===== config.mk =====
export PLATFORM = sky130hd
export DESIGN_NAME = spy_host
export DESIGN_NICKNAME = d
export VERILOG_FILES = /design/src/rtl/spy_host.sv
export SDC_FILE = /design/constraint.sdc
export NUM_CORES = 1
export LEC_CHECK = 0
export CAP_MARGIN = 20
export CORE_UTILIZATION = 35
export CTS_CLUSTER_SIZE = 24
export DETAILED_ROUTE_END_ITERATION = 8
export DONT_BUFFER_PORTS = 1
export GPL_TIMING_DRIVEN = 1
export SETUP_SLACK_MARGIN = 0.5
export SLEW_MARGIN = 10
export SYNTH_ARGS = -nofsm -noshare
export SYNTH_HDL_FRONTEND = slang
export SYNTH_SLANG_ARGS = --single-unit

===== constraint.sdc =====
create_clock -name clk -period 2 [get_ports clk]
set_input_delay 0.3 -clock clk [delete_from_list [all_inputs] [get_ports clk]]
set_output_delay 0.3 -clock clk [all_outputs]
set_load 0.05 [all_outputs]

===== src/rtl/spy_host.sv =====
// Host-side initiator for the serial spy byte protocol: issues command bytes to a
// UART TX stream and, for reads, rebuilds the 16-bit word from four RX reply bytes.
module spy_host #(
    parameter int unsigned    TW      = 24,
    parameter logic [TW-1:0]  TIMEOUT = TW'(5000000)
) (
    input  logic        clk,
    input  logic        reset_n,
    input  logic        req_valid,
    output logic        req_ready,
    input  logic        req_write,
    input  logic [3:0]  req_addr,
    input  logic [15:0] req_wdata,
    output logic        rsp_valid,
    output logic        rsp_err,
    output logic [15:0] rsp_data,
    output logic [7:0]  tx_byte,
    output logic        tx_valid,
    input  logic        tx_ready,
    input  logic [7:0]  rx_byte,
    input  logic        rx_valid,
    output logic        busy
);

    typedef enum logic [1:0] {S_IDLE, S_TX, S_RX, S_DONE} state_t;

    state_t        r_state, w_next;
    logic          r_write;
    logic [3:0]    r_addr;
    logic [15:0]   r_wdata;
    logic [2:0]    r_idx;
    logic [TW-1:0] r_cnt;
    logic [15:0]   r_word;
    logic [15:0]   r_rsp_data;
    logic          r_err;

    logic          w_accept, w_tx_hs, w_last, w_rx_ok, w_rx_bad, w_tmo;
    logic [3:0]    w_exp_op;
    logic [7:0]    w_byte;

    assign w_accept = req_valid && req_ready;
    assign w_tx_hs  = tx_valid && tx_ready;
    assign w_last   = r_write ? (r_idx == 3'd4) : 1'b1;
    assign w_exp_op = 4'd3 + {2'b00, r_idx[1:0]};
    assign w_rx_ok  = rx_valid && (rx_byte[7:4] == w_exp_op);
    assign w_rx_bad = rx_valid && (rx_byte[7:4] != w_exp_op);
    assign w_tmo    = !rx_valid && (r_cnt == TIMEOUT - TW'(1));
    assign rsp_data = r_rsp_data;

    always_comb begin
        case (r_idx)
            3'd0:    w_byte = r_write ? {4'd3, r_wdata[15:12]} : {4'd8, r_addr};
            3'd1:    w_byte = {4'd4, r_wdata[11:8]};
            3'd2:    w_byte = {4'd5, r_wdata[7:4]};
            3'd3:    w_byte = {4'd6, r_wdata[3:0]};
            default: w_byte = {4'd9, r_addr};
        endcase
    end

    always_ff @(posedge clk or negedge reset_n) begin
        if (!reset_n) r_state <= S_IDLE;
        else          r_state <= w_next;
    end

    // req_ready is gated by reset_n so every output reads 0 while reset is held
    always_comb begin
        w_next    = r_state;
        req_ready = 1'b0;
        tx_valid  = 1'b0;
        tx_byte   = '0;
        rsp_valid = 1'b0;
        rsp_err   = 1'b0;
        busy      = (r_state != S_IDLE);
        case (r_state)
            S_IDLE: begin
                req_ready = reset_n;
                if (w_accept) w_next = S_TX;
            end
            S_TX: begin
                tx_valid = 1'b1;
                tx_byte  = w_byte;
                if (w_tx_hs && w_last) w_next = r_write ? S_DONE : S_RX;
            end
            S_RX: begin
                if ((w_rx_ok && r_idx == 3'd3) || w_rx_bad || w_tmo) w_next = S_DONE;
            end
            S_DONE: begin
                rsp_valid = 1'b1;
                rsp_err   = r_err;
                w_next    = S_IDLE;
            end
            default: w_next = S_IDLE;
        endcase
    end

    always_ff @(posedge clk or negedge reset_n) begin
        if (!reset_n) begin
            r_write    <= 1'b0;
            r_addr     <= '0;
            r_wdata    <= '0;
            r_idx      <= '0;
            r_cnt      <= '0;
            r_word     <= '0;
            r_rsp_data <= '0;
            r_err      <= 1'b0;
        end else begin
            case (r_state)
                S_IDLE: if (w_accept) begin
                    r_write <= req_write;
                    r_addr  <= req_addr;
                    r_wdata <= req_wdata;
                    r_idx   <= '0;
                end
                S_TX: if (w_tx_hs) begin
                    if (w_last) begin
                        r_idx  <= '0;
                        r_cnt  <= '0;
                        r_word <= '0;
                        if (r_write) r_err <= 1'b0;
                    end else begin
                        r_idx <= r_idx + 3'd1;
                    end
                end
                S_RX: begin
                    if (w_rx_ok) begin
                        case (r_idx[1:0])
                            2'd0: r_word[15:12] <= rx_byte[3:0];
                            2'd1: r_word[11:8]  <= rx_byte[3:0];
                            2'd2: r_word[7:4]   <= rx_byte[3:0];
                            default: r_word[3:0] <= rx_byte[3:0];
                        endcase
                        r_idx <= r_idx + 3'd1;
                        r_cnt <= '0;
                        if (r_idx == 3'd3) begin
                            r_rsp_data <= {r_word[15:4], rx_byte[3:0]};
                            r_err      <= 1'b0;
                        end
                    end else if (w_rx_bad || w_tmo) begin
                        r_rsp_data <= '0;
                        r_err      <= 1'b1;
                    end else begin
                        r_cnt <= r_cnt + TW'(1);
                    end
                end
                default: ;
            endcase
        end
    end

endmodule

* After elaboration in Yosys (flattened, before gate mapping)
Index checks and enable logic that the tools add are counted.
Cells by class: add/subtract/negate cells 3, multiplexer cells 41, reductions and logical operators 28, equal/unequal tests 26
Operators by type and width (count):
- 2-to-1 mux 16 bit | 6
- 2-to-1 mux 24 bit | 4
- one-hot mux 24 bit (2 select lines) | 1
- one-hot mux 16 bit (2 select lines) | 1
- one-hot mux 8 bit (4 select lines) | 1
- adder 24 x 1 -> 24 bit, second input constant | 1
- equality test 24 x 23 -> 1 bit, second input constant | 1
- 2-to-1 mux 4 bit | 4
- 2-to-1 mux 8 bit | 2
- AND reduction 5 bit | 3
- inequality test 2 bit, second input constant | 7
- 2-to-1 mux 1 bit | 12
- 2-to-1 mux 3 bit | 4
- inequality test 3 bit, second input constant | 3
- one-hot mux 3 bit (3 select lines) | 1
- inequality test 2 x 1 -> 1 bit, second input constant | 4
- one-hot mux 2 bit (4 select lines) | 1
- AND reduction 4 bit | 2
- logical AND 1 bit | 7
- equality test 2 bit, second input constant | 3
- equality test 3 x 2 -> 1 bit, second input constant | 2
- 2-to-1 mux 2 bit | 3
- AND reduction 3 bit | 2
- AND reduction 6 bit | 1
- other kinds (16) | 22
Storage, ports and cells: output and inout port bits 29, bits of input ports 34, flip-flop bits (word level) 79

* Logic depth before layout (Yosys ltp)
depth after elaboration 8, gate-level depth with buffers 9

* Worst setup path before layout
OpenSTA, ideal clock, no wires.
path kind register -> output, from register r_idx[0], to output port tx_byte[0], cell stages (with the launch flop) 7, slack -0.707 ns, buffers on the path 1, arrival time 2.407 ns, required time 1.700 ns, path through dfrtp_1 ha_1 clkbuf_1 or3_1 a21oi_1 o21a_1 a22o_1
On the way: word-level cells in the longest chain between the ends 3, elaborated cells between the ends (all ways) 6
Ends and longest elaborated chain:
- start, declared | line 31 | logic [2:0] r_idx;
- start signal, assigned | line 121 | r_idx <= r_idx + 3'd1;
- start signal, assigned | line 132 | r_idx <= r_idx + 3'd1;
- equality test 3 x 2 -> 1 bit, or another cell as far along | line 51 | case (r_idx)
- one-hot mux 8 bit (4 select lines) * | line 51
- 2-to-1 mux 8 bit * | line 74 | case (r_state)
- end, declared | line 17 | output logic [7:0] tx_byte,
Mark *: on every way between the ends. The rest lies on a longest branch, timed or not.

* Worst setup path in the final report
Same ends and word-level chain as after synthesis.

==> metrics.csv <==
stage;metric;value;unit
global_route;first-pass GRT wire length;18900;um
synthesis;Synth area leaders;dfrtp_1 46%, mux2_2 5.7%, nand2_1 4.8%;
sta;Slew @ Worst Pin;527;ps
synthesis;most frequent cell after synthesis;dfrtp_1;
critical_path;Arrival @ worst endpoint;2120;ps
sta;final setup margin;-416;ps
routing;via count;3814;
global_route;M2 GR Usage;0.289;
routing;drt via density;5.64;
sta;Slew Viols, Final;0;
routing;wirelength, routed;12300;um
cells_and_area;FILL cells;1049;
die;starting density of the core;0.360;
critical_path;CP Class;flip-flop to output pin;
critical_path;Largest stage delay, worst path;450;ps
clock_network;clk buf depth;2;
critical_path;critical path, cell by cell;ha_4 > ha_4 > buf_6 > a222oi_1 > nand2_1 > a22o_4;
synthesis;Mapped Cells;429;
sta;final period utilization;1.21;
synthesis;EDFF count, synth;0;
clock_network;CTS tree;done;
critical_path;Crit-path slowest cell;dfrtp_2;
pwr;Lkg Pwr;2.67;nW
routing;drt drc;0;
global_route;Overflow after GRT;0;
sta;max_slew headroom;0.648;
placed_design;setup slack at placement;-153;ps
synthesis;Commonest cells post-synth;79 x dfrtp_1, 56 x nand2_1, 22 x mux2_2, 22 x nand3_1, 17 x nor2_1;
die;# rows;40;
synthesis;ys flop type;dfrtp_1;
global_route;initial antenna violation count;0;
cells_and_area;ANT cells;0;
die;I/O Pins;63;
clock_network;worst skew pair latency;350;ps
global_route;largest net degree at the start of global routing;82;
critical_path;flop-to-flop setup slack;-140;ps
sta;Final min period;2420;ps
clock_network;TritonCTS Buffers;9;
critical_path;CP Capture Type;output pin;
synthesis;area share of the largest cell type after synthesis;0.455;
critical_path;crit start category;flip-flop;
job;max_cap viols;0;
placed_design;hpwl dp;7650;um
die;Die Height;113;um
routing;antenna viol nets, final;0;
synthesis;Ys Warns;0;
synthesis;syn_area_per_cell;10.1;um^2
synthesis;Seq/Total Area, Yosys;0.455;
cells_and_area;Syn-to-layout area delta;42.2;%
synthesis;Post-Synthesis Cell Area;4340;um^2
pwr;VDD IR max;898;uV
synthesis;asr flop ratio synth;1.00;
sta;Min Hold Slack;-354;ps
cells_and_area;FF+latch area;1980;um^2
synthesis;syn nets;474;
cells_and_area;Util after Layout;0.512;
sta;setup violators final;15;
sta;Setup Skew;9.06;ps
sta;Hold Fails Final Rpt;79;
run_status;status;finished with violations;
synthesis;Yosys cell types;61;
routing;Initial DRT Pass Iterations;5;
critical_path;Req. time, crit path;1700;ps
synthesis;register bit total from synthesis;79;
global_route;total track usage;0.189;
routing;Iter 0 DRT Violations;215;
clock_network;Sinks on Clock Net;79;
sta;RSZ-0062 raised after global routing;true;
global_route;met1 usage;0.245;
clock_network;H-tree depth reported by CTS;3;
pwr;Tot Pwr;8.35;mW
critical_path;critical-path maximum fanout;6;
die;Die ar.;12900;um^2
synthesis;Yosys top cell by area;dfrtp_1;
global_route;met3 Resource Use GR;0.0553;
placed_design;Final GP Congestion;0.852;
cells_and_area;area occupied by multi-input gates;2880;um^2
die;CORE AREA;12100;um^2
pwr;pwr dens;1350;nW/um^2
cells_and_area;final net count;548;
global_route;gr busiest metal;met2;
die;die width;113;um
clock_network;clk root buf;clkbuf_16;
critical_path;most used cell, CP;ha_4;
global_route;vias in the first global route;3773;
clock_network;Clock Pin Slew Worst Setup and Hold Paths;60;ps
placed_design;PortBufs;0;
worst_hold_path;Worst Hold Class;input port to asynchronous set/reset pin;
sta;Max Freq;414;MHz
cells_and_area;layout cells sized above 1;0.400;
routing;wire per inst;18.2;um
run_status;failing checks;hold timing, setup timing;
layout by cell type, fill, tap and decap left out, drive strengths merged, types with 3 or more instances in the layout:
master / netlist / final
nor3b: 3 / 3
nand2: 58 / 61
buf: 11 / 79
inv: 12 / 12
a22o: 16 / 16
and3: 3 / 3
nor4: 5 / 5
o31ai: 9 / 9
o211ai: 8 / 9
o21ai: 8 / 8
and2: 5 / 5
a222oi: 4 / 4
xor2: 11 / 11
a21o: 16 / 16
nand3: 22 / 22
ha: 11 / 11
nor2: 18 / 18
o2bb2ai: 5 / 5
nor2b: 11 / 11
dfrtp: 79 / 79
and4: 3 / 3
or4: 7 / 7
a31oi: 6 / 6
a21oi: 14 / 14
nand4: 13 / 13
o221ai: 7 / 7
or3: 5 / 5
mux2: 22 / 22
clkbuf: 10 / 11
nor3: 3 / 3
critical path: cells and delay by family (launching register included):
family	cells	cell delay (ps)
flip-flops	1	450
adder cells (fa/ha/maj)	2	350
AO/OA/AOI/OAI	2	710
AND/OR/NAND/NOR	1	140
buffers and inverters	1	130
path summary, 6_finish.rpt:
path | startpoint | endpoint | depth (start not counted)
min in group clk | req_write | r_write$_DFFE_PN0P_ | 1
max | r_idx[0]$_DFFE_PN0P_ | tx_byte[0] | 6
min | reset_n | r_word[8]$_DFFE_PN0P_ | 0
max reg2reg | r_idx[0]$_DFFE_PN0P_ | r_state[1]$_DFFE_PN0P_ | 10
max in group asynchronous | reset_n | rsp_data[6]$_DFFE_PN0P_ | 0
min reg2reg | r_wdata[10]$_DFFE_PN0P_ | r_wdata[10]$_DFFE_PN0P_ | 1
state kept, by name, indices dropped and copies added, names as in the netlist:
| name | cells |
|---|---|
| r_addr | 4 |
| r_cnt | 24 |
| r_err | 1 |
| r_idx | 3 |
| r_state | 2 |
| r_wdata | 16 |
| r_word | 12 |
| r_write | 1 |
| rsp_data | 16 |
layout make-up:
type,instances,share of cell area
Inverter,12,0.00770
Timing Repair Buffer,79,0.118
Clock inverter,5,0.0132
Sequential cell,79,0.321
Clock buffer,11,0.0393
Tap cell,168,0.0340
Multi-Input combinational cell,322,0.467
power by group:
group | total (mW) | switching (mW) | internal, mW
logic | 4.26 | 2.27 | 1.99
registers | 2.28 | 0.303 | 1.98
clock network | 1.80 | 0.676 | 1.13
routing by layer:
metal  wire, um  share of wire
met1       5390           0.44
met5          0              0
met3        689          0.056
met4        348          0.028
met2       5860           0.48
metrics by stage:
stage                     std cells  area, um^2  TNS (ps)
after floorplan                 429        4610     -1480
after global placement          627        5050     -1280
after detailed placement        627        5050     -6530
after CTS                       657        5740     -4190
after global routing            676        6180     -5050
final                           676        6180     -2890
what timing repair did:
action / 4_1_cts / 5_1_grt
setup buffers: 12 / 16
resized for setup: 59 / 53
cloned: 2 / 3
setup endpoints to repair: 92 / 92
endpoints found under the hold margin: 79 / 79
pin swaps: 16 / 33
cell families after synthesis:
family,Yosys count,synth area share
buffers and inverters,33,0.0340
flip-flops,79,0.455
multiplexers,24,0.0616
AND/OR/NAND/NOR,164,0.202
XOR/XNOR,12,0.0242
AO/OA/AOI/OAI,106,0.192
adder cells (fa/ha/maj),11,0.0317
Power figures use the tool's default switching activity.
